## config.mk

```make
export PLATFORM = sky130hd
export DESIGN_NAME = add_pipe_nb
export DESIGN_NICKNAME = d
export VERILOG_FILES = /design/src/rtl/add_pipe_nb.sv
export SDC_FILE = /design/constraint.sdc
export NUM_CORES = 1
export LEC_CHECK = 0
export CAP_MARGIN = 30
export CORE_MARGIN = 2
export CORE_UTILIZATION = 40
export CTS_CLUSTER_SIZE = 24
export DETAILED_ROUTE_END_ITERATION = 6
export MAX_ROUTING_LAYER = met4
export PLACE_DENSITY = 0.77
export SLEW_MARGIN = 20
export SYNTH_ARGS = -nofsm -noshare
export SYNTH_HDL_FRONTEND = slang
export SYNTH_SLANG_ARGS = --single-unit
```

## constraint.sdc

```tcl
create_clock -name clk -period 2.9 [get_ports clk]
set_clock_uncertainty 0.15 [all_clocks]
set_input_delay 0.87 -clock clk [delete_from_list [all_inputs] [get_ports clk]]
set_output_delay 0.87 -clock clk [all_outputs]
set_load 0.05 [all_outputs]
```

## src/rtl/add_pipe_nb.sv

```systemverilog
// Pipelined WIDTH-bit adder/subtractor with valid/ready handshake and full backpressure.
// Each of STAGES stages adds one CH-bit chunk and hands its carry to the next stage.
module add_pipe_nb #(
  parameter int unsigned WIDTH  = 8,
  parameter int unsigned STAGES = 2
) (
  input  logic             clk,
  input  logic             rst_n,
  input  logic             in_valid,
  output logic             in_ready,
  input  logic [WIDTH-1:0] a,
  input  logic [WIDTH-1:0] b,
  input  logic             cin,
  input  logic             sub,
  output logic             out_valid,
  input  logic             out_ready,
  output logic [WIDTH-1:0] sum,
  output logic             cout,
  output logic             ovf
);

  localparam int unsigned Ch   = WIDTH / STAGES;
  localparam int unsigned Last = STAGES - 1;

  // Per-stage state: operands travel along so later stages can pick up their chunk.
  logic [STAGES-1:0] valid_q;
  logic [STAGES-1:0] carry_q;
  logic [WIDTH-1:0]  a_q   [STAGES];
  logic [WIDTH-1:0]  b_q   [STAGES];
  logic [WIDTH-1:0]  sum_q [STAGES];
  logic              ovf_q;

  logic [STAGES:0]   adv;
  logic [STAGES-1:0] src_valid;
  logic [STAGES-1:0] src_carry;
  logic [STAGES-1:0] carry_d;
  logic [WIDTH-1:0]  src_a   [STAGES];
  logic [WIDTH-1:0]  src_b   [STAGES];
  logic [WIDTH-1:0]  src_sum [STAGES];
  logic [WIDTH-1:0]  sum_d   [STAGES];
  logic              ovf_d;

  // A stage may load when it is empty or its successor is moving.
  always_comb begin
    adv         = '0;
    adv[STAGES] = out_ready;
    for (int unsigned k = STAGES; k > 0; k--) begin
      adv[k-1] = !valid_q[k-1] || adv[k];
    end
  end

  assign in_ready = adv[0];

  always_comb begin
    src_valid[0] = in_valid;
    src_a[0]     = a;
    src_b[0]     = sub ? ~b : b;
    src_carry[0] = sub | cin;
    src_sum[0]   = '0;
    for (int unsigned k = 1; k < STAGES; k++) begin
      src_valid[k] = valid_q[k-1];
      src_a[k]     = a_q[k-1];
      src_b[k]     = b_q[k-1];
      src_carry[k] = carry_q[k-1];
      src_sum[k]   = sum_q[k-1];
    end
  end

  always_comb begin
    logic [Ch:0] part;
    part = '0;
    for (int unsigned k = 0; k < STAGES; k++) begin
      part = {1'b0, src_a[k][k*Ch +: Ch]} + {1'b0, src_b[k][k*Ch +: Ch]}
           + {{Ch{1'b0}}, src_carry[k]};
      sum_d[k]              = src_sum[k];
      sum_d[k][k*Ch +: Ch]  = part[Ch-1:0];
      carry_d[k]            = part[Ch];
    end
    ovf_d = (src_a[Last][WIDTH-1] == src_b[Last][WIDTH-1]) &&
            (sum_d[Last][WIDTH-1] != src_a[Last][WIDTH-1]);
  end

  always_ff @(posedge clk or negedge rst_n) begin
    if (!rst_n) begin
      valid_q <= '0;
      carry_q <= '0;
      ovf_q   <= 1'b0;
      for (int unsigned k = 0; k < STAGES; k++) begin
        a_q[k]   <= '0;
        b_q[k]   <= '0;
        sum_q[k] <= '0;
      end
    end else begin
      for (int unsigned k = 0; k < STAGES; k++) begin
        if (adv[k]) begin
          valid_q[k] <= src_valid[k];
          // Bubbles leave the data registers untouched.
          if (src_valid[k]) begin
            a_q[k]     <= src_a[k];
            b_q[k]     <= src_b[k];
            sum_q[k]   <= sum_d[k];
            carry_q[k] <= carry_d[k];
          end
        end
      end
      if (adv[Last] && src_valid[Last]) begin
        ovf_q <= ovf_d;
      end
    end
  end

  assign out_valid = valid_q[Last];
  assign sum       = sum_q[Last];
  assign cout      = carry_q[Last];
  assign ovf       = ovf_q;

endmodule

```

==> summary.txt, run 1 <==
STA
  • Period utilization: 0.9810
  • Total negative setup slack: 0 ps
  • Min cycle time layout: 2845 ps
  • RSZ-0062 raised after global routing: false
  • F_max: 351.5 MHz
  • Worst-margin pin slew: 495.3 ps
  • Max Slew Vio Count: 0
  • Relative slew slack: 0.6688
  • Final Hold Fails: 0
  • # setup viols final: 0

Finish
  • Synthesis-to-finish area growth: 30.06%
  • Layout cells sized above 1: 0.1972
  • Final non-filler cell total: 188
  • ANT cells: 0
  • Layout Nets: 175
  • Final core utilization: 0.5412
  • Final Cell Area: 1792 um2

Power
  • Internal power: 0.7936 mW
  • Leakage: 0.8009 nW
  • Power share of the combinational group: 0.507
  • Clk pwr share: 0.108
  • Net Sw Power: 0.5419 mW
  • VDD IR max: 0.0002230 V
  • Sequential power share: 0.385
  • Sw frac: 0.4058
  • Pwr dens: 745.4 nW/um2

Clocking
  • Clk slew on worst S/H paths: 120 ps
  • Root buf cell: clkbuf_4
  • Clock Latency Late Sink: 300 ps
  • Clock Sinks: 25
  • CTS buffer count: 3
  • Post-CTS setup buffers: 0
  • Clock buffer depth: 2
  • CTS Hold Buffers Added: 0
  • CTS tree: yes
  • # H-tree levels: 1

GRT
  • Largest net degree at the start of global routing: 26
  • GRT Total Usage: 0.1284
  • First-pass GRT wire length: 3953 um
  • Initial antenna violation count: 0
  • Most Crowded Layer GR: met2
  • Global routing usage on met2: 0.2164
  • GR Layer Usage met3: 0.01802
  • Vias in the first global route: 893
  • Met1 GRT Util: 0.1604
  • Grt ovf: 0

Worst hold path
  • HP Start: src_sum[3]
  • Hold path depth: 1
  • Min-delay worst type: reg -> reg
  • Hold endpoint: sum[3]

Logic synthesis
  • Syn_nets: 137
  • Yosys warns: 0
  • Synth Area per Inst: 13.12 um2
  • Seq cells post-synth: 25
  • Post-synth cell types: 31
  • Cells after synthesis: 105
  • Seq/Total Area, Yosys: 0.4541
  • Mapped Area: 1378 um2

Critical path
  • Startpoint types: input pin
  • CP Max Fanout: 3
  • Worst path arrival time: 2880 ps
  • Top cell family by delay on the critical path: adder cells
  • Crit Path Category: in -> reg
  • Critical path's slowest cell: clkdlybuf4s50_1
  • Reg-to-reg endpoint: sum[5]
  • Crit end category: flop
  • Worst EP required: 2940 ps
  • CP max stage delay: 470 ps
  • Reg2reg path depth: 4
  • Number of buffer and inverter stages on the critical path: 1
  • Worst r2r src: carry_q[0]
  • Critical path, cell by cell: clkdlybuf4s50_1, or2_2, fa_1, fa_2, a21o_1, a21oi_1, mux2i_1
  • Reg2reg setup slack: 1140 ps

Run status
  • Status: complete, no violations

Place
  • Placed Cells: 184
  • Placement Cell Area: 1763 um2
  • Dpl hpwl: 1936 um
  • Port Buffer Count: 33
  • Gpl congestion: 0.8771

Job
  • Max_cap viols: 0

Routing
  • Pre-Repair DR Iteration Count: 2
  • Antenna-violating nets left: 0
  • Final wirelength: 2321 um
  • Avg WL per Cell: 12.35 um
  • Routed vias/inst: 4.809
  • Detailed Route Iter0 Violations: 22
  • Via count: 904
  • # DRC: 0

Floorplan
  • Ports: 34
  • Die H: 62.69 um
  • Die ar.: 3929 um2
  • Initial Util: 0.4161
  • Die width: 62.69 um
  • Std cell rows: 21
  • Placeable Area: 3311 um2
==> through the flow <==
| stage | hold slack, ps | worst slack (ps) | total power [mW] |
|---|---|---|---|
| 2_1_floorplan | 320.8 | 104.3 | 0.9778 |
| 3_3_place_gp | 334.0 | -251.6 | 1.182 |
| 3_5_place_dp | 341.2 | -330.3 | 1.207 |
| 4_1_cts | 370.3 | 5.540 | 1.352 |
| 5_1_grt | 379.2 | 11.96 | 1.411 |
| 6_report | 364.3 | 55.08 | 1.336 |
==> registers in the layout, summed over array words and instances, names as in the netlist <==
name	count
ovf	1
src_sum	4
a_q	4
sum	8
carry_q	2
valid_q	2
b_q	4
==> power by group through the flow <==
stage / Sequential, mW / Combinational, mW / Clock, mW
final: 0.514 / 0.678 / 0.144
after detailed placement: 0.525 / 0.682 / 0
after global routing: 0.530 / 0.718 / 0.163
after CTS: 0.516 / 0.684 / 0.152
after floorplan: 0.732 / 0.245 / 0
after global placement: 0.517 / 0.666 / 0
==> what timing repair did <==
item | in CTS | in global routing
setup endpoints to repair | 0 | 1
hold endpoints to repair | 0 | 0
gates resized for setup | 0 | 1
==> layout make-up <==
type,count,area [um2]
clock buffer,4,26.28
tap,46,57.56
timing repair buffer,35,355.3
multi-input combinational,73,708.2
inverter,5,18.77
sequential,25,625.6
fill,300,1519
==> layer usage <==
layer / vias to the layer above / share of wire
met4: 0 / 0.012
met1: 435 / 0.45
met2: 25 / 0.49
li1: 442 / -
met5: - / 0
met3: 2 / 0.052
==> cells by family (layout without fill, tap and decap cells) <==
kind of cell / Yosys count / after routing / share of synthesized area
simple gates: 13 / 13 / 0.07358
xor+xnor: 10 / 10 / 0.06358
mux: 17 / 17 / 0.1562
flops: 25 / 25 / 0.4541
compound gates: 23 / 23 / 0.1063
buf+inv: 7 / 44 / 0.03361
fa+ha+maj: 10 / 10 / 0.1126
==> synth_stat cells <==
library cell,number,area share
inv_1,5,0.014
and2b_1,1,0.0055
fa_1,4,0.058
a21o_1,2,0.011
a21oi_1,5,0.018
mux2_4,7,0.076
nand2b_2,1,0.0064
nand2_1,1,0.0027
o31ai_1,2,0.011
or2_2,1,0.0045
o21ai_0,7,0.025
a21boi_0,3,0.016
buf_4,1,0.0055
or2b_1,1,0.0055
buf_12,1,0.015
a211oi_1,2,0.011
nand3_1,2,0.0073
nand3b_4,1,0.015
a21bo_2,1,0.0073
mux2i_1,2,0.015
xor2_1,9,0.057
mux2_2,8,0.065
o41ai_1,1,0.0064
and3b_1,1,0.0064
nand2_4,1,0.0082
nor3_1,1,0.0036
dfrtp_1,25,0.45
nor2b_1,1,0.0045
xnor2_1,1,0.0064
nand2_2,1,0.0045
ha_1,6,0.054
==> worst max path at each step <==
| stage | start | endpoint | slack (ps) | cells after the start |
|---|---|---|---|---|
| after floorplan | sub | src_sum[2] | 100 | 6 |
| after global placement | sub | src_sum[2] | -250 | 6 |
| after detailed placement | sub | carry_q[0] | -330 | 7 |
| after CTS | sub | carry_q[0] | 6 | 7 |
| after global routing | sub | carry_q[0] | 10 | 7 |
| final | sub | carry_q[0] | 60 | 7 |
==> layout by cell type, fill, tap and decap left out, drive strengths merged, types with 3 or more instances in the layout <==
cell | netlist | final
clkdlybuf4s50 | 0 | 32
fa | 4 | 4
ha | 6 | 6
xor2 | 9 | 9
a21oi | 5 | 5
buf | 2 | 3
mux2 | 15 | 15
a21boi | 3 | 3
nand2 | 3 | 3
clkbuf | 0 | 4
o21ai | 7 | 7
dfrtp | 25 | 25
inv | 5 | 5
Note: power is estimated with default switching activity, not from simulation.
==> run 2: changes to the inputs <==
SKIP_CTS_REPAIR_TIMING = 1   (was default)
==> results of run 2 <==
The final DEF is identical to that of run 1; final timing and power are the same.
